$ cat config.mk
export PLATFORM = sky130hd
export DESIGN_NAME = mult_div_unit
export DESIGN_NICKNAME = d
export VERILOG_FILES = /design/src/rtl/mult_div_unit.sv
export SDC_FILE = /design/constraint.sdc
export NUM_CORES = 1
export LEC_CHECK = 0
export CORE_UTILIZATION = 40
export DETAILED_ROUTE_END_ITERATION = 6
export GPL_ROUTABILITY_DRIVEN = 0
export GPL_TIMING_DRIVEN = 0
export PLACE_DENSITY_LB_ADDON = 0.15
export SETUP_SLACK_MARGIN = 0.5
export SLEW_MARGIN = 20
export SYNTH_ARGS = -nofsm -noshare
export SYNTH_HDL_FRONTEND = slang
export SYNTH_SLANG_ARGS = --single-unit
$ cat constraint.sdc
create_clock -name clk -period 9.8 [get_ports clk]
set_clock_uncertainty 0.05 [all_clocks]
set_input_delay 1.96 -clock clk [delete_from_list [all_inputs] [get_ports clk]]
set_output_delay 1.96 -clock clk [all_outputs]
set_load 0.02 [all_outputs]
$ cat src/rtl/mult_div_unit.sv
// Iterative 32-bit multiply/divide unit with architectural HI/LO registers.
// Define MDU_FAST_MUL_EN for a single-cycle MULT/MULTU path; division stays iterative.
module mult_div_unit (
    input  logic        clk,
    input  logic        rst_n,
    input  logic        start,
    input  logic [1:0]  op,
    input  logic [31:0] src_a,
    input  logic [31:0] src_b,
    input  logic        mthi,
    input  logic        mtlo,
    output logic        busy,
    output logic        done,
    output logic [31:0] hi,
    output logic [31:0] lo
);

    typedef enum logic [1:0] {
        S_IDLE,
        S_RUN,
        S_FIX
    } state_t;

    state_t      state_q;
    state_t      state_d;
    logic [1:0]  op_q;
    logic [4:0]  cnt_q;
    logic [31:0] w_hi;
    logic [31:0] w_lo;
    logic [31:0] b_mag;
    logic        neg_q;
    logic        neg_r;
    logic        b_zero;
    logic [31:0] hi_q;
    logic [31:0] lo_q;
    logic        done_q;

    logic        a_neg;
    logic        b_neg;
    logic [31:0] a_abs;
    logic [31:0] b_abs;
    logic [32:0] mul_sum;
    logic [32:0] div_shift;
    logic [31:0] div_diff;
    logic        div_ge;
    logic [63:0] mag_prod;
    logic [63:0] prod_s;
    logic [31:0] res_hi;
    logic [31:0] res_lo;

    always_ff @(posedge clk or negedge rst_n) begin
        if (!rst_n) state_q <= S_IDLE;
        else        state_q <= state_d;
    end

    always_comb begin
        state_d = state_q;
        case (state_q)
            S_IDLE: begin
                if (start) begin
`ifdef MDU_FAST_MUL_EN
                    state_d = op[1] ? S_RUN : S_FIX;
`else
                    state_d = S_RUN;
`endif
                end
            end
            S_RUN:   if (cnt_q == 5'd31) state_d = S_FIX;
            S_FIX:   state_d = S_IDLE;
            default: state_d = S_IDLE;
        endcase
    end

    // Only MULT and DIV (op[0]==0) interpret operands as two's complement
    always_comb begin
        a_neg = ~op[0] & src_a[31];
        b_neg = ~op[0] & src_b[31];
        a_abs = a_neg ? (32'd0 - src_a) : src_a;
        b_abs = b_neg ? (32'd0 - src_b) : src_b;
    end

    // Multiply: w_hi accumulates, w_lo holds the multiplier and collects low product bits.
    // Divide: w_hi is the partial remainder, w_lo shifts the dividend out and the quotient in.
    always_comb begin
        mul_sum   = {1'b0, w_hi} + (w_lo[0] ? {1'b0, b_mag} : 33'd0);
        div_shift = {w_hi, w_lo[31]};
        div_ge    = div_shift >= {1'b0, b_mag};
        div_diff  = div_shift[31:0] - b_mag;
    end

    always_comb begin
`ifdef MDU_FAST_MUL_EN
        mag_prod = op_q[1] ? {w_hi, w_lo} : ({32'd0, w_lo} * {32'd0, b_mag});
`else
        mag_prod = {w_hi, w_lo};
`endif
        prod_s = neg_q ? (64'd0 - mag_prod) : mag_prod;
        if (op_q[1]) begin
            // Remainder negation also restores a negative dividend on divide-by-zero
            res_hi = neg_r ? (32'd0 - w_hi) : w_hi;
            res_lo = b_zero ? '1 : (neg_q ? (32'd0 - w_lo) : w_lo);
        end else begin
            res_hi = prod_s[63:32];
            res_lo = prod_s[31:0];
        end
    end

    always_ff @(posedge clk or negedge rst_n) begin
        if (!rst_n) begin
            op_q   <= '0;
            cnt_q  <= '0;
            w_hi   <= '0;
            w_lo   <= '0;
            b_mag  <= '0;
            neg_q  <= 1'b0;
            neg_r  <= 1'b0;
            b_zero <= 1'b0;
            hi_q   <= '0;
            lo_q   <= '0;
            done_q <= 1'b0;
        end else begin
            done_q <= 1'b0;
            case (state_q)
                S_IDLE: begin
                    if (start) begin
                        op_q   <= op;
                        cnt_q  <= '0;
                        neg_q  <= a_neg ^ b_neg;
                        neg_r  <= op[1] & a_neg;
                        b_zero <= (src_b == 32'd0);
                        w_hi   <= '0;
                        w_lo   <= a_abs;
                        b_mag  <= b_abs;
                    end else begin
                        if (mthi) hi_q <= src_a;
                        if (mtlo) lo_q <= src_a;
                    end
                end
                S_RUN: begin
                    cnt_q <= cnt_q + 5'd1;
                    if (op_q[1]) begin
                        w_hi <= div_ge ? div_diff : div_shift[31:0];
                        w_lo <= {w_lo[30:0], div_ge};
                    end else begin
                        w_hi <= mul_sum[32:1];
                        w_lo <= {mul_sum[0], w_lo[31:1]};
                    end
                end
                S_FIX: begin
                    hi_q   <= res_hi;
                    lo_q   <= res_lo;
                    done_q <= 1'b1;
                    cnt_q  <= '0;
                end
                default: ;
            endcase
        end
    end

    assign busy = (state_q != S_IDLE);
    assign done = done_q;
    assign hi   = hi_q;
    assign lo   = lo_q;

endmodule
# Word level (Yosys, flattened, before mapping)
# Index checks and enable logic that the tools add are counted.
# totals
register_bits	173
input_bits	71
out_inout_bits	66
elab_cells	74
# op_classes
n_addsub	8
magnitude_cmp	1
n_eq_ne	8
muxes	28
n_bitwise	5
reduce_logical	12
# ops
op	n
32-bit two-way mux	17
32-bit case mux with 2 select lines	4
1-bit by 32-bit subtractor with 32-bit output (first input constant)	4
64-bit two-way mux	1
1-bit by 64-bit subtractor with 64-bit output (first input constant)	1
32-bit by 32-bit adder with 33-bit output	1
33-bit by 32-bit >= comparator with 1-bit output	1
32-bit logical NOT	1
32-bit subtractor	1
5-bit case mux with 3 select lines	1
2-bit inequality test (second input constant)	5
2-bit AND reduction	4
3-bit AND reduction	2
2-bit nonzero test	3
5-bit by 1-bit adder with 5-bit output (second input constant)	1
5-bit == test (second input constant)	1
5-bit two-way mux	1
2-bit two-way mux	2
2-bit case mux with 2 select lines	1
1-bit AND	3
3-bit nonzero test	1
2-bit by 1-bit == test with 1-bit output (second input constant)	1
2-bit == test (second input constant)	1
2-bit logical NOT	1
3 further kinds	3

# Depth between registers and ports, before layout
# logic_depth
ltp_word	5
mapped_depth	14
ltp_nobuf	14

# Least setup slack after synthesis
# OpenSTA, ideal clock, no wires.
# synth_timing
kind	in2reg
startpoint	input src_a[4]
endpoint	register w_lo[29]
setup_time_ns	0.125
t_arrival_ns	4.038
t_required_ns	9.625
path_slack_ns	5.587
cell_stages	9
n_path_buf	0
path_cell_list	or4_4 -> nor3_4 -> and3_4 -> and3b_4 -> nand2_2 -> or4_4 -> o41ai_2 -> xor2_1 -> o21ai_1
# synth_between
elab_chain_cells	4
# synth_lines
element	line_no	text
start, declared	8	input logic [31:0] src_a,
1-bit by 32-bit subtractor with 32-bit output	78	a_abs = a_neg ? (32'd0 - src_a) : src_a;
32-bit two-way mux	78	
32-bit two-way mux	125	if (start) begin
32-bit case mux with 2 select lines	123	case (state_q)
end signal, assigned	132	w_lo <= a_abs;
end signal, assigned	143	w_lo <= {w_lo[30:0], div_ge};
end signal, assigned	146	w_lo <= {mul_sum[0], w_lo[31:1]};
end, declared	29	logic [31:0] w_lo;
# No other way between the ends. The select of a mux whose other input is x is not followed.
# A chain may end at the register's enable or synchronous reset.

# Final worst setup path
# layout_timing
startpoint	input src_a[2]
endpoint	register w_lo[26]
# Same word-level chain as after synthesis.

==> out/qor.yml <==
htree_levels: 4
holdWs_ps: 428
num_vias: 13800
clock_latency_ps: 450
start_util: 0.407
fp.dieW_um: 190
async_reset_ff_frac: 1.00
layout_common_cells: "a21oi_1, dfrtp_1, o21ai_0, nor2_1, nand2_1"
grt_pass1_vias: 13600
antenna_cells: 0
synth_top_area_frac: 0.306
clock_path_buffers: 2
yosysSeqAreaShare: 0.306
synthesis.nets: 1867
rsz0062_at_grt: "false"
synth_cell_type_count: 78
io_pins: 137
design_power_total_mw: 6.60
drtIter0Drc: 993
synth_area_leader_cell: "dfrtp_1"
max_stage_delay_ps: 630
ant_nets: 0
first_pass_iters: 7
ctsHoldBuffers: 0
die-area_um2: 35900
worst_pin_slew_ps: 888
die_y_um: 190
drive_above_1_share: 0.0376
syn_area_um2: 14100
startpoint_type: "input pin"
tritoncts: "yes"
wl_per_cell_um: 20.7
fin_setup_tns_ps: 0
p_leak_nw: 6.75
status: "completed"
core_area_um2: 34500
antenna_found_initial: 0
rows: 68
grt_pass1_wl_um: 75200
grt-ovfl-total: 0
root_buffer: "clkbuf_16"
syn_inst: 1724
cts_sinks: 172
syn_to_final_growth_pct: 17.8
cts_resized: 0
post_cts_buffers: 0
synth-edff-count: 0
grt_max_degree: 88
finalCritPeriodShare: 0.503
via_per_inst: 5.88
period_needed_ps: 4930
endpoint_kind: "register"
finalMaxSlewViolations: 0
power_density_nw_per_um2: 398
cp_cell_sequence: "clkdlybuf4s50_1, or4_4, nor3_4, nand3_1, nor4_1, nand2_1, nor4_1, nor2_1, xor2_1, nor2_1, o22ai_1"
ys_seq_elements: 172
required_ps: 10050
drcViolationCount: 0
finish.utilization: 0.480
yosys_most_used_dff: "dfrtp_1"
syn_avg_cell_area_um2: 8.16
peakVddDrop_mv: 0.196
slew_headroom: 0.406
final_common_cell: "a21oi_1"
cp_max_fo: 8
clkTransAtPathRegs_ps: 70
synth_warnings: 0
critPathSlowestCell: "clkdlybuf4s50_1"
dpl.hpwl_um: 38200
setup_viol: 0
io_buffers: 134
hold_viol_final: 0
nets: 2021
hold_class: "register to register"
drv_cap: 0
grt_use_total: 0.271
worstSetupPathType: "input pin to register"
numCtsBuffers: 17
yosys-top-cells-area: "dfrtp_1, a21oi_1, ha_1"
fmax_mhz: 203
routed_wl_um: 48500
crit_arrival_ps: 5180
## sequential cells by signal (all words and copies together) (netlist names)
register	count
cnt_q	5
b_mag	32
b_zero	1
neg_q	1
state_q	2
lo	32
done	1
w_hi	32
hi	32
neg_r	1
op_q	1
w_lo	32
## stage by stage
stage | instances | cell area, um^2 | worst slack [ps]
CTS | 2345 | 16600 | 4870
finish | 2345 | 16600 | 4870
detailed placement | 2314 | 16000 | 4380
floorplan | 1724 | 14100 | 5590
global route | 2345 | 16600 | 4690
global placement | 2313 | 16000 | -731
## synthesized netlist by cell type (30+ instances only)
cell type  number
a211oi_1       30
a21o_1         31
a21oi_1       187
a221o_1        32
a22oi_1        46
clkbuf_1       88
dfrtp_1       172
ha_1           70
inv_1          62
mux2i_1        42
nand2_1       143
nor2_1        157
o21ai_0       164
xnor2_1        74
xor2_1         97
## where the power goes
group	total (mW)	switching (mW)	internal (mW)
logic	4.47	2.65	1.82
registers	1.45	0.388	1.06
clock network	0.673	0.316	0.357
## cell families after synthesis
family	synth area share
xor gates and xnor gates	0.106
muxes	0.0315
AOI/OAI and AO/OA	0.278
buffers and inverters	0.0499
DFF	0.306
adders and majority gates	0.0651
and+or+nand+nor	0.163
## path summary, 6_finish.rpt
check	start	end	slack [ps]	cells after the start
min in group asynchronous	rst_n	w_lo[10]$_DFFE_PN0P_	1450	1
worst min-delay path	b_mag[19]$_DFFE_PN0P_	b_mag[19]$_DFFE_PN0P_	430	2
worst max register to register	w_lo[31]$_DFFE_PN0P_	w_hi[30]$_DFFE_PN0P_	5380	14
max in group asynchronous	rst_n	w_hi[24]$_DFFE_PN0P_	7350	2
worst min register to register	b_mag[19]$_DFFE_PN0P_	b_mag[19]$_DFFE_PN0P_	430	2
worst max-delay path	src_a[2]	w_lo[26]$_DFFE_PN0P_	4870	11
## layer usage
metal  wire (um)  vias up  global-route usage
met5           0        -                   0
met4        1690        0               0.116
met3        2540       97              0.0267
met2       23600      518               0.474
met1       20600     6560               0.338
li1            -     6618                   -
## worst max-delay path: cells and delay by family
kind	cells	cell delay [ps]
AO/OA/AOI/OAI	1	100
XOR/XNOR	1	160
buffers and inverters	1	630
AND/OR/NAND/NOR	8	2330
## final cells by class
cell class / count / area [um^2]
clock buffer: 19 / 443
clock inverter: 12 / 115
inverter: 62 / 233
tap: 455 / 569
buffer: 110 / 469
timing repair buffer: 135 / 1370
multi-input combinational: 1380 / 9060
fill: 3423 / 18000
sequential: 172 / 4300
No activity file was read; power rests on OpenSTA's default activity.
